==> src/rtl/keypad_scan_ctrl.sv <==
// rtl/keypad_scan_ctrl.sv - 4x4 keypad row scanner with per-key debounce and event FIFO
//
// Ports:
//   clk           system clock
//   rst           asynchronous active-high reset
//   scan_en       1 = scanning active; 0 parks the scanner with rows released
//   col[3:0]      column inputs, 1 = key closed on the currently driven row
//   row[3:0]      one-hot row drive, 0 while idle
//   key_state     debounced key map, bit 4*row_index + col_bit
//   evt_valid     event FIFO head valid
//   evt_ready     consumer accepts the head
//   evt_code      {press=1/release=0, key[3:0]}
//   evt_overflow  sticky flag: an event was dropped on a full FIFO
//   overflow_clr  clears evt_overflow (a same-cycle overflow wins)

module keypad_scan_ctrl #(
    parameter int SCAN_DIV   = 25000,
    parameter int DEB_SCANS  = 3,
    parameter int FIFO_DEPTH = 8
) (
    input  logic        clk,
    input  logic        rst,
    input  logic        scan_en,
    input  logic [3:0]  col,
    output logic [3:0]  row,
    output logic [15:0] key_state,
    output logic        evt_valid,
    input  logic        evt_ready,
    output logic [4:0]  evt_code,
    output logic        evt_overflow,
    input  logic        overflow_clr
);

    localparam int CW   = $clog2(SCAN_DIV);
    localparam int AW   = $clog2(FIFO_DEPTH);
    localparam int CNTW = AW + 1;

    typedef enum logic {S_IDLE, S_DRIVE} state_t;

    state_t         state;
    state_t         state_next;
    logic [CW-1:0]  dwell_cnt;
    logic [1:0]     row_idx;
    logic           sample;
    logic [15:0]    raw;
    logic           scan_complete;

    logic [3:0]     deb_cnt [16];
    logic [15:0]    flip;
    logic           eval_active;
    logic [3:0]     eval_idx;
    logic           push;
    logic [4:0]     push_code;

    logic [4:0]     mem [FIFO_DEPTH];
    logic [AW-1:0]  wr_ptr;
    logic [AW-1:0]  rd_ptr;
    logic [AW-1:0]  rd_ptr_next;
    logic [CNTW-1:0] fifo_cnt;
    logic [CNTW-1:0] cnt_after_pop;
    logic [CNTW-1:0] cnt_next;
    logic           pop;
    logic           push_ok;
    logic [4:0]     head_next;

    // Scan FSM
    always_ff @(posedge clk or posedge rst) begin
        if (rst) begin
            state <= S_IDLE;
        end else begin
            state <= state_next;
        end
    end

    always_comb begin
        state_next = state;
        row        = 4'b0000;
        sample     = 1'b0;
        case (state)
            S_IDLE: begin
                if (scan_en) begin
                    state_next = S_DRIVE;
                end
            end
            S_DRIVE: begin
                row = 4'b0001 << row_idx;
                if (!scan_en) begin
                    state_next = S_IDLE;
                end else if (dwell_cnt == CW'(SCAN_DIV - 1)) begin
                    sample = 1'b1;
                end
            end
            default: state_next = S_IDLE;
        endcase
    end

    // Dwell counter and row index restart from row 0 whenever scanning is
    // not actively driving, so a re-enable always begins a fresh scan.
    always_ff @(posedge clk or posedge rst) begin
        if (rst) begin
            dwell_cnt     <= '0;
            row_idx       <= 2'd0;
            raw           <= 16'h0000;
            scan_complete <= 1'b0;
        end else begin
            scan_complete <= sample && (row_idx == 2'd3);
            if (state != S_DRIVE || !scan_en) begin
                dwell_cnt <= '0;
                row_idx   <= 2'd0;
            end else if (sample) begin
                dwell_cnt                <= '0;
                row_idx                  <= row_idx + 2'd1;
                raw[4*row_idx +: 4]      <= col;
            end else begin
                dwell_cnt <= dwell_cnt + CW'(1);
            end
        end
    end

    // Debounce: a key must disagree with its stable state for DEB_SCANS
    // consecutive scans before it flips. flip[] marks keys awaiting an event.
    always_ff @(posedge clk or posedge rst) begin
        if (rst) begin
            key_state <= 16'h0000;
            flip      <= 16'h0000;
            for (int k = 0; k < 16; k++) begin
                deb_cnt[k] <= 4'd0;
            end
        end else begin
            if (push) begin
                flip[eval_idx] <= 1'b0;
            end
            if (scan_complete) begin
                for (int k = 0; k < 16; k++) begin
                    if (raw[k] == key_state[k]) begin
                        deb_cnt[k] <= 4'd0;
                    end else if (deb_cnt[k] == 4'(DEB_SCANS - 1)) begin
                        key_state[k] <= ~key_state[k];
                        deb_cnt[k]   <= 4'd0;
                        flip[k]      <= 1'b1;
                    end else begin
                        deb_cnt[k] <= deb_cnt[k] + 4'd1;
                    end
                end
            end
        end
    end

    // EVAL walks keys 0..15, one per cycle, so events leave in key order.
    always_ff @(posedge clk or posedge rst) begin
        if (rst) begin
            eval_active <= 1'b0;
            eval_idx    <= 4'd0;
        end else if (scan_complete) begin
            eval_active <= 1'b1;
            eval_idx    <= 4'd0;
        end else if (eval_active) begin
            eval_idx <= eval_idx + 4'd1;
            if (eval_idx == 4'd15) begin
                eval_active <= 1'b0;
            end
        end
    end

    assign push      = eval_active && flip[eval_idx];
    assign push_code = {key_state[eval_idx], eval_idx};

    // Event FIFO. evt_valid/evt_code are registered copies of the head as it
    // will be after this cycle's push/pop; a push into a FIFO that is empty
    // after the pop bypasses memory straight into the head register.
    assign pop           = evt_valid && evt_ready;
    assign push_ok       = push && ((fifo_cnt != CNTW'(FIFO_DEPTH)) || pop);
    assign cnt_after_pop = fifo_cnt - CNTW'(pop);
    assign cnt_next      = cnt_after_pop + CNTW'(push_ok);
    assign rd_ptr_next   = rd_ptr + AW'(pop);
    assign head_next     = (cnt_after_pop == '0) ? push_code : mem[rd_ptr_next];

    always_ff @(posedge clk) begin
        if (push_ok) begin
            mem[wr_ptr] <= push_code;
        end
    end

    always_ff @(posedge clk or posedge rst) begin
        if (rst) begin
            wr_ptr       <= '0;
            rd_ptr       <= '0;
            fifo_cnt     <= '0;
            evt_valid    <= 1'b0;
            evt_code     <= 5'd0;
            evt_overflow <= 1'b0;
        end else begin
            rd_ptr    <= rd_ptr_next;
            fifo_cnt  <= cnt_next;
            evt_valid <= (cnt_next != '0);
            if (push_ok) begin
                wr_ptr <= wr_ptr + AW'(1);
            end
            if (cnt_next != '0) begin
                evt_code <= head_next;
            end
            if (push && !push_ok) begin
                evt_overflow <= 1'b1;
            end else if (overflow_clr) begin
                evt_overflow <= 1'b0;
            end
        end
    end

endmodule

==> config.mk <==
export PLATFORM = sky130hd
export DESIGN_NAME = keypad_scan_ctrl
export DESIGN_NICKNAME = d
export VERILOG_FILES = /design/src/rtl/keypad_scan_ctrl.sv
export SDC_FILE = /design/constraint.sdc
export NUM_CORES = 1
export LEC_CHECK = 0
export ABC_CLOCK_PERIOD_IN_PS = 9750
export BUFFER_PORTS_ARGS = -buffer_cell sky130_fd_sc_hd__clkbuf_2
export CAP_MARGIN = 20
export CELL_PAD_IN_SITES_DETAIL_PLACEMENT = 1
export CELL_PAD_IN_SITES_GLOBAL_PLACEMENT = 1
export CORE_UTILIZATION = 54
export CTS_CLUSTER_SIZE = 24
export DETAILED_ROUTE_END_ITERATION = 6
export PLACE_DENSITY_LB_ADDON = 0.1
export SYNTH_ARGS = -nofsm -noshare
export SYNTH_HDL_FRONTEND = slang
export SYNTH_SLANG_ARGS = --single-unit
==> constraint.sdc <==
create_clock -name clk -period 9.75 [get_ports clk]
set_input_delay 0 -clock clk [delete_from_list [all_inputs] [get_ports clk]]
set_output_delay 0 -clock clk [all_outputs]
set_load 0.1 [all_outputs]
==> out/summary.md <==
The run finished with clean final reports. At the end of the flow, the number of nets in the layout was 908. Summed over all cells, the static leakage comes to 4.84 nW.

The number of buffer and inverter instances along the worst setup path came out at 1. From bottom edge to top edge, the die measures 134 um. For the pin count of the biggest net entering global routing, the log shows 109. For this run the aggregate overflow at the end of global routing stands at 0. The fraction of synthesized cell area taken by the top area cell type came out at 40.8%. The width of the die was 134 um.

Traced cell by cell, the critical path runs through mux4_1 > nand2_1 > nand4_2 > nand3_2 > inv_1 > ha_1 > ha_1 > nor4_4 > mux2_2. After detailed routing, the number of remaining DRC violations is 0. The count of input and output buffers works out to 35.

The proportion of synthesized flip-flops having asynchronous set or reset is 79.3%, and the maximum net fanout on the critical path is 21. On the critical path, the stage with the largest delay is an instance of sky130_fd_sc_hd__dfrtp_1. The HPWL after detailed placement is 14.8 mm. Of the available clock period, the critical path in the final layout requires 39.4%. The logs give 53.6% for the sequential area share after synthesis and 5 for the iteration count of the initial detailed-routing pass. Data on the critical path arrives at its endpoint at 4.16 ns. Final setup skew: 0.00763 ns. Among the stages of the critical path, the cell type that occurs most often is sky130_fd_sc_hd__ha_1. In the final routed layout, each cell accounts on average for 20.2 um. CTS built an H-tree with a depth of 4. The tool flagged a number of max-cap violations equal to 0. The worst setup path is launched from a flop. The top flip-flop cell by instance count after synthesis was sky130_fd_sc_hd__dfrtp_1.

The final setup slack of the worst path came out at 5.91 ns. The final critical delay including setup and external delays is 3.84 ns, and the total number of placement rows is 47. Routability-driven placement finished with a final weighted congestion of 0.780. In this design, the largest share of critical-path delay is due to simple AND/OR/NAND/NOR gates. Once detail routing completed, the nets flagged for antenna violations numbered 0. The cell taking the most area after synthesis is sky130_fd_sc_hd__dfrtp_1. The logs give 0 for the final-report hold violation count and 0 for the number of antenna violations at the first check in global routing.

Synthesis produced 812 cells. At the pin with the least slew margin, the transition time is 1.03 ns. TritonCTS built the clock tree. In this run the tightest slew margin relative to its limit is 31.4%. The net count after synthesis is 870, and the largest stage delay on the critical path is 0.92 ns. The logs give 6,923 for the via count of the first global-routing pass and 193 for the clock sink count.

The number of antenna diodes in the final layout is 0. Summing all non-filler instances in the final layout gives an area of 0.0104 mm^2. For the worst-skew pair, the clock arrives at the later sink with an insertion delay of 0.43 ns. The clock passes through at most 2 buffers. For this run, the number of Yosys warnings is 0. Clock-pin slew was measured on the worst setup and hold paths at 0.07 ns.

The logs give 173 uV for the peak supply drop and 0.00938 mm^2 for the cell area after synthesis. The die area is 0.0179 mm^2, and the flop and latch count out of synthesis is 193. After synthesis, the mean cell area works out to 11.5 um^2.

Ranked by total cell area, the synthesized netlist is headed by sky130_fd_sc_hd__dfrtp_1 (41%), sky130_fd_sc_hd__edfxtp_1 (13%), sky130_fd_sc_hd__ha_1 (6.5%), sky130_fd_sc_hd__nand4_1 (4.5%), sky130_fd_sc_hd__o21ai_0 (3.5%). The worst setup path is captured at a flop. The category of the most critical setup path is reg2reg.

Power spread over the standard cell area amounts to 173 mW/mm^2. Highest clock frequency the design can meet: 0.260 GHz. For the standard cell core area, the log shows 0.0168 mm^2. Global routing consumed, over all layers together, 26.3% of the routing resources. The first global-routing pass estimated 36.2 mm of wire. CTS placed an instance of sky130_fd_sc_hd__clkbuf_16 at the clock tree root. In this run, CTS created clock tree buffers numbering 17.

Max-slew violation count: 0. 36 I/O pins were placed. Counting flops with a built-in enable in the synthesized netlist gives 40.

For the count of instances resized after the clock tree is built, the log shows 0. Count of different cell masters after synthesis: 42. The worst hold path class is in2reg. At the end of the flow the core is filled with cells to 62.3%. Sum of routed wire length over all layers: 21.9 mm. For the number of non-filler instances in the completed layout, the log shows 1,083.

Once placement completed, the tool counted placed cells totaling 1,044. After detailed placement, the total cell area comes to 0.00974 mm^2. The total vias in the final route is 6,495. Setup repair after global routing left no endpoint under its margin. In the routed layout, each cell is associated on average with a via count of 6.00. Setup violations remaining at the end of the flow were counted as 0. The initial utilization of the core area, before any placement, comes to 56.0%. For the post-place setup slack, the log shows 5.96 ns. The logs give 1,711 for the number of fill cells and 0 ns for the sum of negative setup slack. For this block, the initial DRC count from the detailed router was 267. The required arrival time at the worst endpoint is 10.06 ns. The commonest cells after synthesis are sky130_fd_sc_hd__dfrtp_1 (153), sky130_fd_sc_hd__nand2_1 (73), sky130_fd_sc_hd__nand4_1 (67). Among all cell types in the netlist, the one instantiated most often is sky130_fd_sc_hd__dfrtp_1. The post-route netlist has 15.8% of its cells at a drive strength greater than 1. Synthesis-to-layout area growth: 11.3%.
per-layer routing:
metal	vias to the layer above	wire, um	global-route usage (%)
met5	-	0	0
met2	118	11300	45.6
met1	3337	9510	33.5
met4	0	487	8.33
met3	42	610	4.88
li1	2998	-	-
layout make-up:
| class | instances | area (um^2) | share of cell area, % |
|---|---|---|---|
| Multi-Input combinational cell | 544 | 4050 | 38.8 |
| Tap cell | 220 | 275 | 2.64 |
| Inverter | 50 | 193 | 1.85 |
| Clock inverter | 14 | 211 | 2.03 |
| Sequential cell | 193 | 5030 | 48.2 |
| Timing Repair Buffer | 44 | 246 | 2.36 |
| Clock buffer | 18 | 429 | 4.11 |
cell families (layout without fill, tap and decap cells):
group	Yosys count	count (layout)	synth area share, %
AOI/OAI and AO/OA	111	111	7.39
xor gates and xnor gates	57	57	5.32
DFF	193	193	53.6
adders and majority gates	49	49	6.54
muxes	51	51	8.17
and+or+nand+nor	276	276	15.8
buffers and inverters	75	126	3.15
cells in the final DEF (no fill, tap or decap), types with 3 or more instances in the layout:
master,instances
sky130_fd_sc_hd__a21bo_2,16
sky130_fd_sc_hd__and2_1,5
sky130_fd_sc_hd__and3_1,11
sky130_fd_sc_hd__bufinv_16,5
sky130_fd_sc_hd__clkbuf_16,17
sky130_fd_sc_hd__clkbuf_2,38
sky130_fd_sc_hd__clkinvlp_4,4
sky130_fd_sc_hd__dfrtp_1,152
sky130_fd_sc_hd__dlygate4sd3_1,3
sky130_fd_sc_hd__edfxtp_1,40
sky130_fd_sc_hd__ha_1,49
sky130_fd_sc_hd__inv_1,49
sky130_fd_sc_hd__inv_6,3
sky130_fd_sc_hd__mux2_2,12
sky130_fd_sc_hd__mux2i_1,21
sky130_fd_sc_hd__mux4_1,4
sky130_fd_sc_hd__mux4_2,14
sky130_fd_sc_hd__nand2_1,73
sky130_fd_sc_hd__nand3_1,38
sky130_fd_sc_hd__nand4_1,67
sky130_fd_sc_hd__nor2_1,42
sky130_fd_sc_hd__nor3_1,4
sky130_fd_sc_hd__nor3b_1,7
sky130_fd_sc_hd__nor4b_1,3
sky130_fd_sc_hd__o21ai_0,66
sky130_fd_sc_hd__o22ai_1,17
sky130_fd_sc_hd__o31ai_1,8
sky130_fd_sc_hd__or3b_2,15
sky130_fd_sc_hd__xnor2_1,27
sky130_fd_sc_hd__xor2_1,30
final timing paths:
check	cells past startpoint	from	slack [ns]	end
hold / removal	3	col[0]	0.02	raw[4]$_DFFE_PP0P_
setup reg to reg	9	eval_idx[0]$_DFFE_PP0P_	5.91	evt_code[2]$_DFFE_PP0P_
setup / recovery	9	eval_idx[0]$_DFFE_PP0P_	5.91	evt_code[2]$_DFFE_PP0P_
hold reg to reg	1	deb_cnt[31]$_DFFE_PP0P_	0.50	deb_cnt[31]$_DFFE_PP0P_
max in group asynchronous	4	rst	7.95	scan_complete$_DFF_PP0_
min in group asynchronous	3	rst	0.24	deb_cnt[58]$_DFFE_PP0P_
through the flow:
stage | power, W | hold WS (ns)
after global placement | 0.00105 | 0.152
after CTS | 0.00182 | 0.00355
after floorplan | 0.00102 | 0.0314
after detailed placement | 0.00106 | 0.153
final | 0.00181 | 0.0178
after global routing | 0.00187 | 0.0273
registers in the layout (all words and copies together) (netlist names):
signal         cells
dwell_cnt         15
raw               16
evt_overflow       1
eval_idx           4
row_idx            2
evt_valid          1
deb_cnt           64
fifo_cnt           4
scan_complete      1
flip              16
key_state         16
state              1
mem               40
wr_ptr             3
evt_code           5
rd_ptr             3
eval_active        1
where the power goes:
part	switching, W	leakage (nW)	internal (W)	total, W
clock	0.000307	0.300	0.000455	0.000762
sequential	0.0000110	2.58	0.000839	0.000850
combinational	0.000121	1.96	0.0000721	0.000194
total	0.000439	4.84	0.00137	0.00181
worst reg2reg max path: stages (launching register included):
cell,delay (ns)
sky130_fd_sc_hd__dfrtp_1,0.92
sky130_fd_sc_hd__mux4_1,0.68
sky130_fd_sc_hd__nand2_1,0.20
sky130_fd_sc_hd__nand4_2,0.22
sky130_fd_sc_hd__nand3_2,0.22
sky130_fd_sc_hd__inv_1,0.08
sky130_fd_sc_hd__ha_1,0.22
sky130_fd_sc_hd__ha_1,0.32
sky130_fd_sc_hd__nor4_4,0.47
sky130_fd_sc_hd__mux2_2,0.39
repair_timing:
item	CTS	global route
hold buffers	3	0
endpoints found under the hold margin	81	0
buffers inserted	0	0
No activity file was read; power rests on OpenSTA's default activity.
